==> src/rtl/puvvada_says_seq_if.sv <==
// Handshake bundle between the Simon game state machine and the sequence store.
// The master drives commands and button presses, and the slave returns playback and check results.
interface puvvada_says_seq_if;
    logic        clear;
    logic        seed_load;
    logic [15:0] seed;
    logic        append;
    logic        play_start;
    logic        step;
    logic        btn_valid;
    logic [3:0]  btn_code;
    logic [3:0]  play_color;
    logic        play_valid;
    logic        play_done;
    logic        match;
    logic        mismatch;
    logic        round_done;
    logic [6:0]  length;
    logic        full;
    logic        busy;

    modport master (
        output clear, seed_load, seed, append, play_start, step, btn_valid, btn_code,
        input  play_color, play_valid, play_done, match, mismatch, round_done, length, full, busy
    );

    modport slave (
        input  clear, seed_load, seed, append, play_start, step, btn_valid, btn_code,
        output play_color, play_valid, play_done, match, mismatch, round_done, length, full, busy
    );
endinterface

==> src/rtl/puvvada_says_seq.sv <==
// Simon colour-sequence store. It appends colours from a free-running Galois LFSR,
// plays the sequence back one entry per step, and checks the player's presses against it.
module puvvada_says_seq #(
    parameter int                MAX_LEN      = 64,
    parameter int                LFSR_W       = 16,
    parameter logic [LFSR_W-1:0] SEED_DEFAULT = 16'hACE1
) (
    input logic              clk,
    input logic              rst_n,
    puvvada_says_seq_if.slave bus
);
    localparam int                IDX_W    = $clog2(MAX_LEN);
    localparam logic [6:0]        LEN_MAX  = 7'(MAX_LEN);
    localparam logic [LFSR_W-1:0] TAP_MASK = 16'hB400;

    typedef enum logic [1:0] {IDLE, PLAY, CHECK} state_t;

    state_t            state, state_n;
    logic [IDX_W-1:0]  idx, idx_n;
    logic [6:0]        length, length_n;
    logic [LFSR_W-1:0] lfsr;
    logic [1:0]        mem [MAX_LEN];
    logic              mem_we;
    logic              is_last;
    logic [3:0]        expected_code;

    logic [3:0] play_color_q, play_color_n;
    logic       play_valid_q, play_valid_n;
    logic       play_done_q, play_done_n;
    logic       match_q, match_n;
    logic       mismatch_q, mismatch_n;
    logic       round_done_q, round_done_n;
    logic       full_q, full_n;
    logic       busy_q, busy_n;

    function automatic logic [3:0] onehot(input logic [1:0] code);
        return 4'b0001 << code;
    endfunction

    // A zero seed would lock the LFSR at zero, so it is replaced by the default seed.
    always_ff @(posedge clk or negedge rst_n) begin
        if (!rst_n) begin
            lfsr <= SEED_DEFAULT;
        end else if (bus.seed_load) begin
            lfsr <= (bus.seed == '0) ? SEED_DEFAULT : bus.seed;
        end else begin
            lfsr <= {1'b0, lfsr[LFSR_W-1:1]} ^ (lfsr[0] ? TAP_MASK : '0);
        end
    end

    always_ff @(posedge clk) begin
        if (mem_we) begin
            mem[length[IDX_W-1:0]] <= lfsr[1:0];
        end
    end

    always_comb begin
        state_n      = state;
        idx_n        = idx;
        length_n     = length;
        mem_we       = 1'b0;
        play_done_n  = 1'b0;
        match_n      = 1'b0;
        mismatch_n   = 1'b0;
        round_done_n = 1'b0;
        is_last       = (7'(idx) == length - 7'd1);
        expected_code = onehot(mem[idx]);

        if (bus.clear) begin
            state_n  = IDLE;
            idx_n    = '0;
            length_n = '0;
        end else begin
            unique case (state)
                IDLE: begin
                    if (bus.append) begin
                        if (length < LEN_MAX) begin
                            mem_we   = 1'b1;
                            length_n = length + 7'd1;
                        end
                    end else if (bus.play_start && length != 7'd0) begin
                        state_n = PLAY;
                        idx_n   = '0;
                    end
                end
                PLAY: begin
                    if (bus.step) begin
                        if (is_last) begin
                            state_n     = CHECK;
                            idx_n       = '0;
                            play_done_n = 1'b1;
                        end else begin
                            idx_n = idx + 1'b1;
                        end
                    end
                end
                CHECK: begin
                    if (bus.btn_valid) begin
                        if (bus.btn_code == expected_code) begin
                            match_n = 1'b1;
                            if (is_last) begin
                                round_done_n = 1'b1;
                                idx_n        = '0;
                                state_n      = IDLE;
                            end else begin
                                idx_n = idx + 1'b1;
                            end
                        end else begin
                            mismatch_n = 1'b1;
                            idx_n      = '0;
                            state_n    = IDLE;
                        end
                    end
                end
                default: begin
                    state_n = IDLE;
                    idx_n   = '0;
                end
            endcase
        end

        // Playback outputs look ahead to the next state so the colour is registered in step with it.
        play_valid_n = (state_n == PLAY);
        play_color_n = play_valid_n ? onehot(mem[idx_n]) : 4'b0000;
        full_n       = (length_n == LEN_MAX);
        busy_n       = (state_n != IDLE);
    end

    always_ff @(posedge clk or negedge rst_n) begin
        if (!rst_n) begin
            state  <= IDLE;
            idx    <= '0;
            length <= '0;
        end else begin
            state  <= state_n;
            idx    <= idx_n;
            length <= length_n;
        end
    end

    always_ff @(posedge clk or negedge rst_n) begin
        if (!rst_n) begin
            play_color_q <= '0;
            play_valid_q <= 1'b0;
            play_done_q  <= 1'b0;
            match_q      <= 1'b0;
            mismatch_q   <= 1'b0;
            round_done_q <= 1'b0;
            full_q       <= 1'b0;
            busy_q       <= 1'b0;
        end else begin
            play_color_q <= play_color_n;
            play_valid_q <= play_valid_n;
            play_done_q  <= play_done_n;
            match_q      <= match_n;
            mismatch_q   <= mismatch_n;
            round_done_q <= round_done_n;
            full_q       <= full_n;
            busy_q       <= busy_n;
        end
    end

    assign bus.play_color = play_color_q;
    assign bus.play_valid = play_valid_q;
    assign bus.play_done  = play_done_q;
    assign bus.match      = match_q;
    assign bus.mismatch   = mismatch_q;
    assign bus.round_done = round_done_q;
    assign bus.length     = length;
    assign bus.full       = full_q;
    assign bus.busy       = busy_q;
endmodule
==> src/flat_wrapper.sv <==
// flat-port wrapper written by rule: the top's interface ports become plain ports
module puvvada_says_seq_flat 
#(
    parameter int                MAX_LEN      = 64,
    parameter int                LFSR_W       = 16,
    parameter logic [LFSR_W-1:0] SEED_DEFAULT = 16'hACE1
)
  (clk, rst_n, bus_clear, bus_seed_load, bus_seed, bus_append, bus_play_start, bus_step, bus_btn_valid, bus_btn_code, bus_play_color, bus_play_valid, bus_play_done, bus_match, bus_mismatch, bus_round_done, bus_length, bus_full, bus_busy);
  puvvada_says_seq_if bus_i ();
  input logic clk;
  input logic rst_n;
  input wire logic [$bits(bus_i.clear)-1:0] bus_clear;
  input wire logic [$bits(bus_i.seed_load)-1:0] bus_seed_load;
  input wire logic [$bits(bus_i.seed)-1:0] bus_seed;
  input wire logic [$bits(bus_i.append)-1:0] bus_append;
  input wire logic [$bits(bus_i.play_start)-1:0] bus_play_start;
  input wire logic [$bits(bus_i.step)-1:0] bus_step;
  input wire logic [$bits(bus_i.btn_valid)-1:0] bus_btn_valid;
  input wire logic [$bits(bus_i.btn_code)-1:0] bus_btn_code;
  output wire logic [$bits(bus_i.play_color)-1:0] bus_play_color;
  output wire logic [$bits(bus_i.play_valid)-1:0] bus_play_valid;
  output wire logic [$bits(bus_i.play_done)-1:0] bus_play_done;
  output wire logic [$bits(bus_i.match)-1:0] bus_match;
  output wire logic [$bits(bus_i.mismatch)-1:0] bus_mismatch;
  output wire logic [$bits(bus_i.round_done)-1:0] bus_round_done;
  output wire logic [$bits(bus_i.length)-1:0] bus_length;
  output wire logic [$bits(bus_i.full)-1:0] bus_full;
  output wire logic [$bits(bus_i.busy)-1:0] bus_busy;
  assign bus_i.clear = bus_clear;
  assign bus_i.seed_load = bus_seed_load;
  assign bus_i.seed = bus_seed;
  assign bus_i.append = bus_append;
  assign bus_i.play_start = bus_play_start;
  assign bus_i.step = bus_step;
  assign bus_i.btn_valid = bus_btn_valid;
  assign bus_i.btn_code = bus_btn_code;
  assign bus_play_color = bus_i.play_color;
  assign bus_play_valid = bus_i.play_valid;
  assign bus_play_done = bus_i.play_done;
  assign bus_match = bus_i.match;
  assign bus_mismatch = bus_i.mismatch;
  assign bus_round_done = bus_i.round_done;
  assign bus_length = bus_i.length;
  assign bus_full = bus_i.full;
  assign bus_busy = bus_i.busy;
  puvvada_says_seq #(.MAX_LEN(MAX_LEN), .LFSR_W(LFSR_W), .SEED_DEFAULT(SEED_DEFAULT)) u_core (.clk(clk), .rst_n(rst_n), .bus(bus_i));
endmodule
==> config.mk <==
export PLATFORM = sky130hd
export DESIGN_NAME = puvvada_says_seq_flat
export DESIGN_NICKNAME = d
export VERILOG_FILES = /design/src/rtl/puvvada_says_seq_if.sv /design/src/rtl/puvvada_says_seq.sv /design/src/flat_wrapper.sv
export SDC_FILE = /design/constraint.sdc
export NUM_CORES = 1
export LEC_CHECK = 0
export BUFFER_PORTS_ARGS = -buffer_cell sky130_fd_sc_hd__buf_2
export CAP_MARGIN = 20
export CORE_AREA = 2 2 162 244
export DETAILED_ROUTE_END_ITERATION = 7
export DIE_AREA = 0 0 164 246
export PLACE_DENSITY_LB_ADDON = 0.15
export RECOVER_POWER = 25
export SLEW_MARGIN = 10
export SYNTH_ARGS = -nofsm -noshare
export SYNTH_HDL_FRONTEND = slang
export SYNTH_SLANG_ARGS = --single-unit
==> constraint.sdc <==
create_clock -name clk -period 5.7 [get_ports clk]
set_input_delay 0.285 -clock clk [delete_from_list [all_inputs] [get_ports clk]]
set_output_delay 0.285 -clock clk [all_outputs]
set_load 0.02 [all_outputs]
* Word level (Yosys, flattened, before mapping)
Memory sizes are Yosys's and may differ from the RTL's.
Cells that the tools add are included.
** Word-level totals
- Register bits :: 42
- Word-level logic and storage cells :: 78
- RAM bits :: 128
- Memories :: 1
- Output and inout bits :: 18
** Memory list
- u_core.mem :: depth 64, width 2, rd ports 2, clocked after Yosys merged registers in 0, write ports 1, RTL line puvvada_says_seq.sv:22 : logic [1:0] mem [MAX_LEN];
** Operators by class
- Bitwise logic cells :: 1
- Order comparisons :: 1
- Reductions and logical operators :: 5
- Shift-type cells :: 2
- $add $sub $neg :: 3
- Mux-type cells :: 47
- Equal/unequal tests :: 6
** Operators by type and width (count)
- $mux 16 :: 3
- $mux 6 :: 7
- $mux 7 :: 4
- $mux 1 :: 22
- $pmux 6 s3 :: 1
- $logic_not 16->1 :: 1
- $mux 2 :: 8
- $xor 15x16->16 :: 1
- $shl 1x2->4 const A :: 2
- $add 7x1->7 const B :: 1
- $eq 6x7->1 :: 1
- $eq 7x7->1 const B :: 1
- $lt 7x7->1 const B :: 1
- $reduce_bool 7->1 :: 1
- $sub 7x1->7 const B :: 1
- $add 6x1->6 const B :: 1
- $pmux 2 s3 :: 1
- $eq 2x1->1 const B :: 2
- $eq 4x4->1 :: 1
- $mux 4 :: 1
- $eq 2x2->1 const B :: 1
- $logic_not 2->1 :: 1
- $reduce_bool 2->1 :: 1
- $logic_and 1x1->1 :: 1

* Depth between registers and ports, before layout
An unclocked memory read counts as a cell.
- Depth in word-level cells :: 10
- Depth in mapped cells :: 20
- Depth with buffers taken out :: 17

* Worst setup path after synthesis
OpenSTA, ideal clock, no wires.
- Path kind :: register -> register
- Start :: register u_core.idx[0]
- End :: register u_core.play_color_q[1] (netlist: u_core.bus.play_color[1])
- Slack :: 1549 ps
- Required time :: 5599 ps
- Arrival :: 4050 ps
- Stages on the path, launching flop included :: 18
- Cells stage by stage :: dfrtp_1 buf_6 mux4_2 o22a_1 nor2_1 nor4_2 nor4b_2 o211ai_2 a2111o_1 nand2_2 o21ai_2 inv_2 buf_6 mux2_2 o211ai_1 a21oi_1 or4_1 nor4_1
** Between the ends
- Longest elaborated chain between the ends :: 10
- Elaborated cells on any way between the ends :: 23
- Classes of those cells :: 1 x add/sub; 3 x eq/ne; 2 x shift; 16 x mux; 1 x memory
** RTL lines
- start: declaration :: RTL line puvvada_says_seq.sv:19 : logic [IDX_W-1:0] idx, idx_n;
- start signal: assignment :: RTL line puvvada_says_seq.sv:136 : idx <= idx_n;
- $mem_v2 64x2
- $shl 1x2->4 :: RTL line puvvada_says_seq.sv:37 : return 4'b0001 << code;
- $eq 4x4->1 :: RTL line puvvada_says_seq.sv:99 : if (bus.btn_code == expected_code) begin
- $mux 6 :: RTL line puvvada_says_seq.sv:99
- $mux 6 :: RTL line puvvada_says_seq.sv:98 : if (bus.btn_valid) begin
- $pmux 6 s3 :: RTL line puvvada_says_seq.sv:74 : unique case (state)
- $mux 6 :: RTL line puvvada_says_seq.sv:69 : if (bus.clear) begin
- $mem_v2 64x2
- $shl 1x2->4 :: RTL line puvvada_says_seq.sv:37
- $mux 4 * :: RTL line puvvada_says_seq.sv:124 : play_color_n = play_valid_n ? onehot(mem[idx_n]) : 4'b0000;
- via u_core.play_color_n[1] :: RTL line puvvada_says_seq.sv:27 : logic [3:0] play_color_q, play_color_n;
- end signal: assignment :: RTL line puvvada_says_seq.sv:152 : play_color_q <= play_color_n;
- end: declaration :: RTL line puvvada_says_seq.sv:27
The timed path passes the listed nets; every way through them passes the cells marked *.

* Worst setup path in the final report
Ends and elaborated chain as after synthesis.

==> reports/metrics.yaml <==
synthesis:
  yosysUniqueCellTypes: 91
  yosysWarnings: 0
  synth_xor_area_share_pct: 1.20
  ys_ff_latch: 170
  synth-adder-area-share_pct: 0.529
  ys.flop_type: "edfxtp_1"
  synth_top_cells_by_area: "edfxtp_1, dfrtp_1, mux4_2"
  synthCells: 798
  synthMuxAreaShare_pct: 12.7
  yosysMostFrequentCell: "edfxtp_1"
  synth_edf_count: 128
  syn_nets: 830
  synth_top_family_by_area: "simple AND/OR/NAND/NOR gates"
  syn_area_sq_um: 9450
  syn_avg_cell_area_sq_um: 11.8
  yosys.area.top_type: "edfxtp_1"
  synth_compound_area_share_pct: 13.5
  yosysTopAreaCellShare_pct: 40.7
  synth_simple_gate_area_share_pct: 16.6
  async_flop_share_pct: 24.7
  yosys-top-cells-count: "edfxtp_1, nor2_1, nand2_1, nor3_1"
  synth-seq-area-share_pct: 51.9
clock_network:
  clock-root-buffer: "clkbuf_16"
  clkLatencyLatePin_ns: 0.46
  cts_setup_buffers: 0
  clkSinkCount: 170
  numCtsBuffers: 17
  clock_path_buffers: 2
  cts_tree: "yes"
  htree_levels: 4
  path_clk_slew_ns: 0.07
global_routing:
  grt_first_pass_wirelength_um: 52900
  grt_pass1_vias: 7622
  grt_use_total_pct: 18.6
  grt_overflow: 0
  grt_antenna_before_repair: 0
  grt_start_max_net_pins: 66
placement:
  gp_congestion: 0.918
  place_hpwl_um: 27200
  place_area_sq_um: 10400
  portBuffers: 45
  dp_cells: 1329
run_status:
  status: "finished, violations left"
  violations: "max-capacitance violations, max-slew violations"
worst_setup_path:
  startpoint_type: "flop"
  r2r_cells: 15
  path_max_fanout: 27
  r2r-start: "u_core.idx[0]"
  worst-setup-path-type: "flop to flop"
  worstPathRequired_ns: 6.05
  end_kind: "flop"
  arrival_ns: 5.67
  rr_endpoint: "u_core.bus.play_color[1]"
  rrSetupSlack_ns: 0.39
power_and_ir_drop:
  peakVddDrop_uv: 152
  leakage_nw: 3.70
  p_per_area_nw_per_um2: 257
layout:
  syn2layout_area_growth_pct: 16.2
  layout.area.seq_sq_um: 4910
  multiInputGateArea_sq_um: 4230
  antenna_cells: 0
  stdcell_area_sq_um: 11000
  nets: 886
  stdcell_count: 1362
  fin_util_pct: 28.7
  nFillCells: 3930
  drive_above_1_share_pct: 22.3
worst_hold_path:
  hp-class: "primary input to flop"
  whs_path_depth: 2
  worstHoldStart: "bus_seed[15]"
  holdPathEnd: "u_core.lfsr[15]"
floorplan:
  die-area_sq_um: 40300
  core_area_sq_um: 38200
  io-pin-count: 46
  start_util_pct: 24.7
  rows: 88
  die_h_um: 246
  die_w_um: 164
detailed_routing:
  avgViaCountPerCell: 5.42
  wl_um: 36400
  vias: 7388
  drc: 0
  postRouteAntennaNets: 0
  post_drt_wl_per_cell_um: 26.8
  drtIter0Drc: 653
  drt_pass1_iterations: 5
run:
  cap_viol_max_count: 2
timing:
  finalHoldViolations: 0
  max_freq_mhz: 188
  skew_ns: 0.0175
  period_share_pct: 93.2
  rsz0062_at_grt: "false"
  hold_slack_ns: 0.0610
  setup_viol: 0
  tns_ns: 0
  min_period_ns: 5.31
  slew_headroom_pct: -101
  worst_pin_slew_ns: 3.01
  slew_viol_final: 109
==> critical path, cell delays in order (launching register included) <==
cell and delay [ns]:
dfrtp_2 0.58, buf_12 0.27, mux4_2 0.53, mux2i_1 0.24, nand3_1 0.13, and4_1 0.27
nor4b_2 0.37, o211ai_2 0.22, a2111o_1 0.50, and2_1 0.42, nor2_1 0.19, a221oi_1 0.09
a311oi_1 0.68, a211o_1 0.27, o211ai_1 0.14, nor4_1 0.30
==> flip-flops by register name (all words and copies together) (netlist names) <==
| name | flops |
|---|---|
| u_core.bus.play_done | 1 |
| u_core.bus.mismatch | 1 |
| u_core.bus.length | 7 |
| u_core.bus.play_color | 4 |
| u_core.lfsr | 16 |
| u_core.bus.match | 1 |
| u_core.mem | 128 |
| u_core.bus.play_valid | 1 |
| u_core.bus.round_done | 1 |
| u_core.state | 2 |
| u_core.bus.busy | 1 |
| u_core.idx | 6 |
| u_core.bus.full | 1 |
==> how the worst max path moves through the flow <==
stage                               end          start
2_1_floorplan  u_core.bus.play_color[1]  u_core.idx[0]
3_3_place_gp   u_core.bus.play_color[2]  u_core.idx[0]
3_5_place_dp   u_core.bus.play_color[3]  u_core.idx[0]
4_1_cts        u_core.bus.play_color[3]  u_core.idx[0]
5_1_grt        u_core.bus.play_color[1]  u_core.idx[0]
6_report       u_core.bus.play_color[1]  u_core.idx[0]
==> routing by layer <==
metal  up-vias  routed length (um)  GRT usage (%)
met4         0                2210           11.6
met3        94                1250           2.39
met2       259               19400           33.6
met5         -                   0              0
li1       3239                   -              -
met1      3796               13600           20.4
==> cells in the final DEF (no fill, tap or decap), types with 6 or more instances in the layout <==
cell type,n
dfstp_2,7
buf_2,33
mux4_2,27
nor2b_1,6
nor2_1,71
a31oi_1,6
edfxtp_1,128
a211o_1,7
a211oi_1,8
nor4_1,12
a221oi_1,8
or3_1,8
buf_4,37
mux2_2,16
o22a_1,9
dfrtp_1,31
a21oi_1,19
a22oi_1,9
clkbuf_1,14
xor2_1,10
o211ai_1,10
o21ai_0,25
and3_1,12
nand2_1,55
mux2i_1,30
clkbuf_16,17
or2_2,6
nor3_1,34
and2_1,7
nand2b_1,12
nand3_1,34
inv_1,13
a2111oi_0,7
==> cell type report <==
cell class                 count  area share (%)
timing repair buffer          88            5.15
sequential                   170            44.7
multi-input combinational    560            38.5
clock buffer                  18            4.00
clock inverter                14            1.46
tap                          495            5.64
inverter                      17           0.581
==> power by group <==
part	total, mW	internal (mW)	switching (mW)
combinational	0.230	0.0800	0.150
clock	1.20	0.667	0.536
sequential	1.39	1.37	0.0142
total	2.82	2.12	0.700
==> logic make-up (layout without fill, tap and decap cells) <==
logic type / count (synthesis) / count (layout)
AOI/OAI and AO/OA: 168 / 168
xor gates and xnor gates: 13 / 13
adders and majority gates: 4 / 4
buffers and inverters: 68 / 137
DFF: 170 / 170
muxes: 79 / 79
and+or+nand+nor: 296 / 296
==> per-stage QoR <==
step / total power [mW] / worst slack, ns
final: 2.82 / 0.386
after CTS: 2.85 / 0.329
after floorplan: 1.54 / 1.55
after global routing: 2.91 / 0.117
after global placement: 1.65 / 0.354
after detailed placement: 1.65 / 0.347
==> repair_timing <==
item / in CTS / in global routing
endpoints found under the setup margin: 0 / 1
endpoints found under the hold margin: 34 / 0
resized for setup: 0 / 1
hold buffers: 1 / 0
Power figures use the tool's default switching activity.
